==> src/rtl/mux8_rr_arbiter.sv <==
// Round-robin arbiter for eight bursting requesters sharing one word path.
// Grants whole bursts, muxes the owner's data to a valid/ready sink, and
// force-releases an owner that stops requesting for TIMEOUT cycles.
module mux8_rr_arbiter #(
   parameter int DW      = 32,
   parameter int TIMEOUT = 16,
   parameter int CW      = 8
) (
   input  logic            i_clk,
   input  logic            i_rst_n,
   input  logic [7:0]      i_req,
   input  logic [7:0]      i_last,
   input  logic [8*DW-1:0] i_data,
   input  logic            i_ready,
   output logic [7:0]      o_gnt,
   output logic [2:0]      o_sel,
   output logic            o_valid,
   output logic [DW-1:0]   o_data,
   output logic [CW-1:0]   o_beat_cnt,
   output logic            o_timeout
);
   localparam int IW = (TIMEOUT > 0) ? $clog2(TIMEOUT + 1) : 1;
   localparam logic [IW-1:0] IDLE_MAX = IW'(TIMEOUT);

   typedef enum logic {IDLE, BUSY} state_t;

   state_t        state_q, state_d;
   logic [7:0]    gnt_q, gnt_d;
   logic [2:0]    sel_q, sel_d;
   logic [2:0]    ptr_q, ptr_d;
   logic [CW-1:0] cnt_q, cnt_d;
   logic [IW-1:0] idle_q, idle_d;
   logic          tout_q, tout_d;

   logic [DW-1:0] words [8];
   logic          win_found;
   logic [2:0]    win_idx;
   logic [2:0]    cand;
   logic          accept;

   always_comb begin
      for (int k = 0; k < 8; k++) begin
         words[k] = i_data[k*DW +: DW];
      end
   end

   assign o_valid    = (state_q == BUSY) && i_req[sel_q];
   assign o_data     = o_valid ? words[sel_q] : '0;
   assign accept     = o_valid && i_ready;
   assign o_gnt      = gnt_q;
   assign o_sel      = sel_q;
   assign o_beat_cnt = cnt_q;
   assign o_timeout  = tout_q;

   // Search starts just past the last owner, so it becomes lowest priority
   always_comb begin
      win_found = 1'b0;
      win_idx   = '0;
      cand      = '0;
      for (int k = 1; k <= 8; k++) begin
         cand = ptr_q + 3'(k);
         if (!win_found && i_req[cand]) begin
            win_found = 1'b1;
            win_idx   = cand;
         end
      end
   end

   always_comb begin
      state_d = state_q;
      gnt_d   = gnt_q;
      sel_d   = sel_q;
      ptr_d   = ptr_q;
      cnt_d   = cnt_q;
      idle_d  = idle_q;
      tout_d  = 1'b0;
      case (state_q)
         IDLE: begin
            cnt_d  = '0;
            idle_d = '0;
            if (win_found) begin
               state_d = BUSY;
               sel_d   = win_idx;
               gnt_d   = 8'h01 << win_idx;
            end
         end
         BUSY: begin
            if (accept && (cnt_q != '1)) begin
               cnt_d = cnt_q + 1'b1;
            end
            if (i_req[sel_q]) begin
               idle_d = '0;
            end else if (idle_q != IDLE_MAX) begin
               idle_d = idle_q + 1'b1;
            end
            // A completing last beat wins over a timeout that expires in the same cycle
            if (accept && i_last[sel_q]) begin
               state_d = IDLE;
               gnt_d   = '0;
               ptr_d   = sel_q;
               cnt_d   = '0;
               idle_d  = '0;
            end else if ((TIMEOUT > 0) && (idle_q == IDLE_MAX)) begin
               state_d = IDLE;
               gnt_d   = '0;
               ptr_d   = sel_q;
               cnt_d   = '0;
               idle_d  = '0;
               tout_d  = 1'b1;
            end
         end
         default: state_d = IDLE;
      endcase
   end

   // o_sel keeps the last owner through IDLE so the mux select only moves on a new grant
   always_ff @(posedge i_clk or negedge i_rst_n) begin
      if (!i_rst_n) begin
         state_q <= IDLE;
         gnt_q   <= '0;
         sel_q   <= '0;
         ptr_q   <= 3'd7;
         cnt_q   <= '0;
         idle_q  <= '0;
         tout_q  <= 1'b0;
      end else begin
         state_q <= state_d;
         gnt_q   <= gnt_d;
         sel_q   <= sel_d;
         ptr_q   <= ptr_d;
         cnt_q   <= cnt_d;
         idle_q  <= idle_d;
         tout_q  <= tout_d;
      end
   end
endmodule

==> config.mk <==
export PLATFORM = sky130hd
export DESIGN_NAME = mux8_rr_arbiter
export DESIGN_NICKNAME = d
export VERILOG_FILES = /design/src/rtl/mux8_rr_arbiter.sv
export SDC_FILE = /design/constraint.sdc
export NUM_CORES = 1
export LEC_CHECK = 0
export CAP_MARGIN = 30
export CORE_AREA = 3 3 126 128
export CTS_CLUSTER_SIZE = 24
export DETAILED_ROUTE_END_ITERATION = 12
export DIE_AREA = 0 0 129 131
export GPL_ROUTABILITY_DRIVEN = 1
export HOLD_SLACK_MARGIN = 0.06
export PLACE_DENSITY = 0.7
export SYNTH_ARGS = -nofsm -noshare
export SYNTH_HDL_FRONTEND = slang
export SYNTH_SLANG_ARGS = --single-unit
export TNS_END_PERCENT = 100
==> constraint.sdc <==
create_clock -name i_clk -period 3.97 [get_ports i_clk]
set_input_delay 0.5955 -clock i_clk [delete_from_list [all_inputs] [get_ports i_clk]]
set_output_delay 0.5955 -clock i_clk [all_outputs]
set_load 0.02 [all_outputs]
==> results of run 1 <==
==> worst min-delay path by stage <==
stage	depth (start not counted)	slack [ps]	endpoint	start
5_1_grt	1	530	idle_q[0]	idle_q[0]
3_5_place_dp	2	480	o_gnt[2]	o_gnt[2]
6_report	2	480	o_gnt[2]	o_gnt[2]
3_3_place_gp	2	470	o_gnt[0]	o_gnt[0]
2_1_floorplan	0	300	idle_q[0]	i_rst_n
4_1_cts	2	490	o_gnt[2]	o_gnt[2]
==> Yosys cell counts, types with 2 or more instances <==
cell type  number  area, um^2
mux4_1          2       52.55
a211oi_1        4       30.03
o221ai_2        2       30.03
dfrtp_1        26       650.6
nor3_1          2       10.01
o221ai_1        2       17.52
xnor2_1         4       35.03
a31oi_1         2       12.51
buf_1           9       33.78
nand3_1        16       80.08
o21a_1          2       15.01
mux2_2          6       67.56
inv_1          11       41.29
o21ai_0         7       35.03
o21ai_1         7       35.03
ha_1            5       62.56
nand4_1         3       18.77
a221oi_1        3       26.28
a21oi_1         8       40.04
nand3b_1        3       22.52
xor2_1          6       52.55
and2_1          2       12.51
nand2_1        31       116.4
dfstp_2         3       78.83
mux2i_1        46       460.4
mux4_2         71        1599
clkbuf_1       11       41.29
a22oi_1         3       22.52
a22o_1          4       35.03
buf_2           8       40.04
nor2_1         54       202.7
==> where the power goes <==
part           total [mW]  internal [mW]  switching (mW)
clock               0.435          0.312           0.123
sequential          0.629          0.380           0.249
combinational        4.23           2.10            2.13
total                5.29           2.79            2.50
==> cell families (layout without fill, tap and decap cells) <==
| family | after synthesis | in the layout | share of synthesized area (%) |
|---|---|---|---|
| AO/OA/AOI/OAI | 58 | 58 | 10.12 |
| multiplexers | 127 | 127 | 51.50 |
| buffers and inverters | 41 | 357 | 4.158 |
| AND/OR/NAND/NOR | 119 | 119 | 12.39 |
| XOR/XNOR | 13 | 13 | 3.431 |
| adder cells (fa/ha/maj) | 5 | 5 | 1.454 |
| flip-flops | 29 | 29 | 16.95 |
==> state kept, by name, summed over array words and instances (netlist names) <==
register	flops
o_gnt	8
o_beat_cnt	8
o_sel	3
state_q	1
idle_q	5
ptr_q	3
o_timeout	1
==> stage by stage <==
step | area, um^2 | cells | hold WS [ps]
6_report | 7960 | 896 | 482.9
3_3_place_gp | 7787 | 888 | 468.0
4_1_cts | 7960 | 896 | 489.7
2_1_floorplan | 4303 | 392 | 299.9
3_5_place_dp | 7787 | 888 | 478.7
5_1_grt | 7960 | 896 | 529.5
==> tightest hold or removal path: cells and delay by family, from the launching register on <==
family / cells / cell delay (ps)
simple gates: 1 / 50
flops: 1 / 340
compound gates: 1 / 60
==> metal layers <==
layer | vias to the layer above | routed length, um | global-route usage (%)
met5 | - | 32 | 0
met4 | 6 | 795 | 8.833
met3 | 35 | 1523 | 6.260
met2 | 212 | 11850 | 43.90
met1 | 2386 | 8094 | 28.92
li1 | 2181 | - | -
==> final cells by class <==
type / instances / area share (%)
Multi-Input combinational cell: 322 / 42.68
Timing Repair Buffer: 338 / 42.41
Sequential cell: 29 / 9.274
Tap cell: 188 / 2.955
Clock buffer: 7 / 1.792
Inverter: 11 / 0.5187
Clock inverter: 1 / 0.3772
==> results.py, run 1 <==
metrics = {
    "placed_design": {
        "gp_congestion": 0.9268,
        "dp_hpwl_mm": 19.43,
        "post-place-ws_ps": 455.5,
        "port_buffers": 327,
    },
    "synthesis": {
        "synth.net_count": 672,
        "yosysSeqAreaShare_pct": 16.95,
        "ys_seq_elements": 29,
        "yosysWarnings": 0,
        "synth_edf_count": 0,
        "netlist_area_mm2": 0.004303,
        "synth_flop_cell": "dfrtp_1",
        "syn_inst": 392,
        "avgSynthCellArea_um2": 10.98,
        "synth-async-reset-ratio_pct": 100.0,
        "synth_cell_types": 60,
    },
    "floorplanning": {
        "io_pins": 328,
        "die_x_um": 129,
        "fp.dieH_um": 131,
        "core_area_mm2": 0.01498,
        "start_util_pct": 28.73,
        "rows": 45,
        "dieArea_mm2": 0.01690,
    },
    "worst_setup_path": {
        "critical_path.max_stage_delay_ps": 780,
        "crit_cells": 6,
        "cp-start-kind": "flop",
        "arrival_ps": 2950,
        "crit_required_ps": 3370,
        "crit_family": "buffers and inverters",
        "reg2reg_depth": 10,
        "path_max_fanout": 37,
        "cp_num_buf_inv": 2,
        "reg2reg_to": "o_gnt[6]",
        "crit_end": "o_data[4]",
        "crit_path_cell_trace": "mux4_2 -> mux2i_1 -> nand2b_2 -> buf_4 -> nor2_1 -> clkdlybuf4s50_1",
        "slowest_stage": "dfrtp_4",
        "critPathCaptureType": "primary output",
        "crit_start": "o_sel[1]",
        "crit_type": "reg2out",
        "r2r_setup_slack_ps": 560,
        "rr_startpoint": "ptr_q[0]",
    },
    "timing": {
        "slew_viol_final": 0,
        "clock_skew_ps": 3.758,
        "fin_crit_ps": 3546,
        "rsz0062_at_grt": "no",
        "finalCritPeriodShare_pct": 89.32,
        "max_freq_ghz": 0.2820,
        "final_hold_viol_count": 0,
        "setup-tns-final_ps": 0,
        "setup_viol": 0,
        "fin_ws_ps": 424.1,
        "max_slew.worst_pin.slew_ps": 752.3,
        "slew_headroom_pct": 49.69,
    },
    "clock_network": {
        "hold_buffers": 0,
        "cts_tree": "yes",
        "htree_levels": 2,
        "ctsResizeCount": 0,
        "path_clk_slew_ps": 50,
        "postCtsSetupBuffers": 0,
        "clock_sinks": 29,
        "clock_latency_ps": 270,
        "cts_buffer_depth": 2,
        "clock-root-buffer": "clkbuf_16",
        "cts_made_buffers": 5,
    },
    "finish": {
        "nNetsFinal": 987,
        "seq_area_um2": 738.2,
        "drive_gt1_share_pct": 17.09,
        "layout_commonest_cell": "clkdlybuf4s50_1",
        "most-common-layout-cells": "clkdlybuf4s50_1, mux4_2, nor2_1",
        "fillers": 1333,
        "syn2layout_area_growth_pct": 85.00,
        "antennaDiodeCount": 0,
        "final_util_pct": 53.15,
        "multiInputGateArea_mm2": 0.003397,
    },
    "route": {
        "first_iter_violations": 331,
        "wire_per_inst_um": 24.88,
        "drtPass1Iterations": 5,
        "vias": 4820,
        "viasPerCell": 5.379,
        "totalWireLength_mm": 22.30,
        "antenna_left": 0,
        "drc": 0,
    },
    "global_route": {
        "grt.total_usage_pct": 24.71,
        "overflow": 0,
        "grt_pass1_wl_mm": 30.40,
        "grt_pass1_vias": 4907,
        "grt_max_degree": 38,
        "antenna_found_initial": 4,
    },
    "status": {
        "status": "finished, final reports clean",
    },
    "job": {
        "drv_cap": 0,
    },
    "power_and_ir_drop": {
        "power.total_mw": 5.292,
        "cellLeakagePower_nw": 2.935,
        "ir_drop_uv": 498.9,
        "cellPowerDensity_mw_per_mm2": 664.8,
    },
    "hold_path": {
        "hold_path.class": "reg2reg",
    },
}
Note: power is estimated with default switching activity, not from simulation.
==> run 2: changes to the inputs <==
--- a/config.mk
+++ b/config.mk
@@ -13,6 +13,7 @@
 export GPL_ROUTABILITY_DRIVEN = 1
 export HOLD_SLACK_MARGIN = 0.06
 export PLACE_DENSITY = 0.7
+export SLEW_MARGIN = 20
 export SYNTH_ARGS = -nofsm -noshare
 export SYNTH_HDL_FRONTEND = slang
 export SYNTH_SLANG_ARGS = --single-unit
==> results of run 2 <==
Same layout as run 1: the final DEF is identical, and so are final timing and power.
